### src/rtl/mem_port_arbiter.sv
// mem_port_arbiter: shares one single-ported 16-bit memory between the
// instruction fetch side and the data load/store side.
// Ports: clk, reset (sync, active-high)
//        if_req/if_addr -> if_ready/if_instr  (32-bit instr from two reads)
//        d_rd/d_wr/d_addr/d_wdata -> d_ready/d_rdata
//        mem_addr/mem_re/mem_we/mem_wdata <- mem_rdata (one-cycle read latency)
module mem_port_arbiter #(
   parameter int ADDR_W       = 16,
   parameter int MAX_DATA_RUN = 4
) (
   input  logic              clk,
   input  logic              reset,
   input  logic              if_req,
   input  logic [31:0]       if_addr,
   output logic              if_ready,
   output logic [31:0]       if_instr,
   input  logic              d_rd,
   input  logic              d_wr,
   input  logic [15:0]       d_addr,
   input  logic [15:0]       d_wdata,
   output logic              d_ready,
   output logic [15:0]       d_rdata,
   output logic [ADDR_W-1:0] mem_addr,
   output logic              mem_re,
   output logic              mem_we,
   output logic [15:0]       mem_wdata,
   input  logic [15:0]       mem_rdata
);

   typedef enum logic [1:0] {IDLE, F1, F2, DRD} state_t;

   localparam logic [3:0]        MaxRun  = 4'(MAX_DATA_RUN);
   localparam logic [ADDR_W-1:0] AddrOne = ADDR_W'(1);

   state_t            state;
   state_t            nextState;
   logic [15:0]       hiReg;
   logic [3:0]        starveCnt;
   logic              dataReq;
   logic              fetchForced;
   logic              dataGrant;
   logic              fetchGrant;
   logic [ADDR_W-1:0] ifAddrW;
   logic [ADDR_W-1:0] dAddrW;
   logic              unusedIfAddr;

   assign ifAddrW      = if_addr[ADDR_W-1:0];
   assign dAddrW       = ADDR_W'(d_addr);
   assign unusedIfAddr = ^if_addr[31:ADDR_W];

   // Data wins in IDLE unless the fetch side has waited out its run.
   assign dataReq     = d_rd | d_wr;
   assign fetchForced = if_req & (starveCnt == MaxRun);
   assign dataGrant   = (state == IDLE) & dataReq & ~fetchForced;
   assign fetchGrant  = (state == IDLE) & ~dataGrant & if_req;

   always_comb begin
      nextState = state;
      mem_addr  = '0;
      mem_re    = 1'b0;
      mem_we    = 1'b0;
      mem_wdata = '0;
      d_ready   = 1'b0;
      d_rdata   = '0;
      if_ready  = 1'b0;
      if_instr  = '0;
      unique case (state)
         IDLE: begin
            // d_rd has precedence so a bogus rd+wr never writes.
            if (dataGrant && d_rd) begin
               mem_re    = 1'b1;
               mem_addr  = dAddrW;
               nextState = DRD;
            end else if (dataGrant) begin
               mem_we    = 1'b1;
               mem_addr  = dAddrW;
               mem_wdata = d_wdata;
               d_ready   = 1'b1;
            end else if (fetchGrant) begin
               mem_re    = 1'b1;
               mem_addr  = ifAddrW;
               nextState = F1;
            end
         end
         F1: begin
            mem_re    = 1'b1;
            mem_addr  = ifAddrW + AddrOne;
            nextState = F2;
         end
         F2: begin
            if_ready  = 1'b1;
            if_instr  = {hiReg, mem_rdata};
            nextState = IDLE;
         end
         DRD: begin
            d_ready   = 1'b1;
            d_rdata   = mem_rdata;
            nextState = IDLE;
         end
         default: nextState = IDLE;
      endcase
      // Reset silences everything, even mid-sequence.
      if (reset) begin
         nextState = IDLE;
         mem_addr  = '0;
         mem_re    = 1'b0;
         mem_we    = 1'b0;
         mem_wdata = '0;
         d_ready   = 1'b0;
         d_rdata   = '0;
         if_ready  = 1'b0;
         if_instr  = '0;
      end
   end

   always_ff @(posedge clk) begin
      if (reset) begin
         state     <= IDLE;
         hiReg     <= '0;
         starveCnt <= '0;
      end else begin
         state <= nextState;
         if (state == F1)
            hiReg <= mem_rdata;
         if (fetchGrant || (state == IDLE && !if_req))
            starveCnt <= '0;
         else if (dataGrant && starveCnt != MaxRun)
            starveCnt <= starveCnt + 4'd1;
      end
   end

endmodule
### config.mk
export PLATFORM = sky130hd
export DESIGN_NAME = mem_port_arbiter
export DESIGN_NICKNAME = d
export VERILOG_FILES = /design/src/rtl/mem_port_arbiter.sv
export SDC_FILE = /design/constraint.sdc
export NUM_CORES = 1
export LEC_CHECK = 0
export ABC_CLOCK_PERIOD_IN_PS = 1600
export CORE_ASPECT_RATIO = 0.75
export CORE_MARGIN = 8
export CORE_UTILIZATION = 31
export CTS_BUF_LIST = sky130_fd_sc_hd__clkbuf_16
export CTS_CLUSTER_SIZE = 16
export DETAILED_ROUTE_END_ITERATION = 10
export HOLD_SLACK_MARGIN = 0.15
export MAX_ROUTING_LAYER = met4
export PLACE_DENSITY_LB_ADDON = 0.3
export SYNTH_ARGS = -nofsm -noshare
export SYNTH_HDL_FRONTEND = slang
export SYNTH_SLANG_ARGS = --single-unit
export TNS_END_PERCENT = 20
### constraint.sdc
create_clock -name clk -period 1.6 [get_ports clk]
set_clock_uncertainty 0.1 [all_clocks]
set_input_delay 0.24 -clock clk [delete_from_list [all_inputs] [get_ports clk]]
set_output_delay 0.24 -clock clk [all_outputs]
set_load 0.02 [all_outputs]
==> flow_summary_export.csv <==
group,metric,value,unit
hold_path,hold_end,"hiReg[9]",
worst_setup_path,reg2reg_from,"state[0]",
clock_network,clkSinkCount,22,
yosys,synth_edf_count,0,
sta,setup_slack,-0.632,ns
grt,overflow,0,
sta,rsz0062_at_grt,"yes",
power_and_ir_drop,p_comb_frac,0.606,
layout,final_area,5050,sq um
drt,wirelength,10400,microns
drt,drt_iter0_drc,128,
yosys,syn_area,2230,sq um
yosys,synth_top_area_frac,0.198,
sta,slew_headroom,0.803,
layout,nFillCells,505,
sta,fmax,0.448,GHz
power_and_ir_drop,pwr-share-seq,0.215,
worst_setup_path,crit_buf_inv,4,
power_and_ir_drop,switching_share,0.365,
yosys,ys_seq_elements,22,
floorplanning,core_area,6900,sq um
placement,dpl_cell_area,4470,sq um
power_and_ir_drop,power.density,585,nW/um^2
floorplanning,initial_core_util,0.323,
yosys,syn_avg_cell_area,7.52,sq um
flow_run,cap_violations,0,
floorplanning,dieArea,10200,sq um
clock_network,postCtsHoldBufs,0,
sta,period_needed,2.23,ns
worst_setup_path,startpoint_type,"flip-flop",
worst_setup_path,cpMaxStageDelayCell,"dfxtp_2",
yosys,synth.distinct_cells,51,
clock_network,clockBufferDepth,2,
drt,wl_per_cell,16.7,microns
hold_path,min-delay-start,"hiReg[9]",
layout,n_antenna_cell,0,
drt,ant_nets,0,
floorplanning,placementRows,26,
power_and_ir_drop,power_switching,1.08,mW
sta,setup_viol,85,
sta,period_share,1.39,
sta,drv_slew,0,
layout,drive_gt1_frac,0.524,
yosys,yosys_warnings,0,
drt,first_pass_iters,4,
layout,syn_to_final_growth,127,%
yosys,synthFlopType,"dfxtp_1",
grt,antenna_found_initial,0,
power_and_ir_drop,p_clk_frac,0.179,
worst_setup_path,crit_type,"flip-flop to primary output",
grt,grt_pass1_wl,15000,microns
yosys,async_flop_share,0,
placement,hpwlAfterDp,7850,microns
worst_setup_path,cp_top_family,"compound AO/OA/AOI/OAI gates",
yosys,syn_inst,296,
layout,multiInputGateArea,2050,sq um
clock_network,cts_buffers,3,
worst_setup_path,cp.required,1.26,ns
outcome,status,"finished, violations left",
layout,final_nets,620,
hold_path,hp-class,"flip-flop to flip-flop",
grt,grt_max_degree,28,
clock_network,tritoncts,"done",
clock_network,clk_latency,0.25,ns
layout,regArea,445,sq um
outcome,violations,"setup timing",
floorplanning,die_h,89.4,microns
drt,vias,3007,
worst_setup_path,reg2reg_to,"starveCnt[3]",
worst_setup_path,crit_path_max_fanout,5,
clock_network,clkSlewWorstSetupHoldPaths,0.06,ns
floorplanning,die_x,114,microns
worst_setup_path,crit_path_frequent_cell,"buf_6",
power_and_ir_drop,power_leakage,2.22,nW
worst_setup_path,worstPathCellList,"inv_2 -> ha_4 -> o21a_4 -> a211oi_4 -> buf_6 -> buf_6 -> o2bb2ai_2 -> a221o_1 -> buf_6",
yosys,synthTopCellsByArea,"dfxtp_1 20%, and2_1 18%, mux2i_1 7.6%",
sta,tns,-34.02,ns
yosys,yosysSeqAreaShare,0.198,
clock_network,cts-root-buf,"clkbuf_16",
power_and_ir_drop,ir_drop,0.437,mV
grt,grt_pass1_vias,2909,
floorplanning,ios,169,
sta,worst_slew_pin_slew,0.296,ns
worst_setup_path,cp_data_arrival_time,1.89,ns
drt,viasPerCell,4.81,
yosys,syn_nets,388,
worst_setup_path,slowest_delay,0.34,ns
yosys,synthTopCellsByCount,"65 x and2_1, 30 x nor2_1, 24 x a21oi_1, 22 x dfxtp_1, 18 x nand3_1",
worst_setup_path,regToRegSetupSlack,-0.31,ns
sta,finalHoldViolCount,0,
power_and_ir_drop,p_int,1.88,mW
placement,portBuffers,152,
hold_path,min_path_cells,2,
yosys,yosysTopAreaCell,"dfxtp_1",
yosys,synthMostInstantiatedCell,"and2_1",
sta,holdWs,0.386,ns
worst_setup_path,ff2ff_path_depth,8,
clock_network,h-tree-depth,1,
layout,fin_util,0.733,
worst_setup_path,end_kind,"primary output",
placement,gp_congestion,0.894,
drt,drcViolationCount,0,
grt,grtUsageTotal,0.187,
[area by class of cell]
class / count / area share
Inverter: 9 / 0.00669
Multi-Input combinational cell: 246 / 0.407
Clock buffer: 3 / 0.0149
Tap cell: 98 / 0.0243
Clock inverter: 1 / 0.000743
Timing Repair Buffer: 246 / 0.459
Sequential cell: 22 / 0.0882
[worst max-delay path by stage]
stage	from	slack, ns	cells past startpoint	endpoint
finish	state[0]	-0.63	9	mem_addr[10]
global route	state[0]	-0.70	9	mem_addr[10]
CTS	state[0]	-0.62	7	mem_wdata[5]
detailed placement	if_addr[1]	-1.04	8	mem_addr[8]
global placement	if_addr[0]	-1.07	8	mem_addr[8]
floorplan	state[1]	-0.29	8	mem_wdata[10]
[placed cells by master (no fill, tap or decap), drive strengths merged, types with 2 or more instances in the layout]
master and instances:
o21ai 4, a21oi 24, and2 65, a31oi 3, nor4 5, buf 176
xnor2 9, a211oi 2, dlygate4sd2 9, inv 9, nor3 7, mux2i 17
nand3b 2, nand4 3, dfxtp 22, nor2 31, nand2 10, nand2b 3
clkbuf 5, clkdlybuf4s50 58, nor2b 3, a21o 2, xor2 3, a221o 2
nand3 20, o22ai 10, ha 7
[routing by layer]
layer,GRT usage,vias to the layer above,part of all wire
met5,-,-,0
li1,-,1489,-
met2,0.327,81,0.51
met1,0.225,1433,0.44
met3,0.0337,4,0.045
met4,0.0265,0,0.0044
[worst min-delay path: cells and delay by family (launching register included)]
kind             cells  cell delay [ns]
and+or+nand+nor      1             0.08
DFF                  1             0.31
muxes                1             0.06
[stage by stage]
| stage | total power, mW | instances | setup slack [ns] |
|---|---|---|---|
| after global routing | 3.12 | 625 | -0.698 |
| after floorplan | 1.40 | 296 | -0.286 |
| after CTS | 2.75 | 614 | -0.622 |
| after detailed placement | 2.13 | 603 | -1.04 |
| after global placement | 2.11 | 603 | -1.07 |
| final | 2.95 | 625 | -0.632 |
[logic make-up after synthesis]
family	after synthesis	share of synthesized area
flops	22	0.198
mux	17	0.0764
compound gates	54	0.161
simple gates	156	0.419
buf+inv	28	0.0595
fa+ha+maj	7	0.0393
xor+xnor	12	0.0472
[power groups by stage]
stage                     clock network [mW]  registers, mW  logic, mW
after detailed placement                   0          0.642       1.49
after CTS                              0.537          0.632       1.58
after floorplan                            0          0.640      0.756
after global routing                   0.573          0.644       1.90
final                                  0.529          0.636       1.79
after global placement                     0          0.638       1.47
[sequential cells by signal (all words and copies together), names as in the netlist]
| signal | flops |
|---|---|
| hiReg | 16 |
| starveCnt | 4 |
| state | 2 |
[timing repair]
action                                 4_1_cts  5_1_grt
endpoints found under the hold margin        0        0
setup buffers                                7       11
gates cloned                                 1        1
setup endpoints to repair                   86       88
gates resized for setup                    477       88
pin swaps                                   23       18
Note: power is estimated with default switching activity, not from simulation.
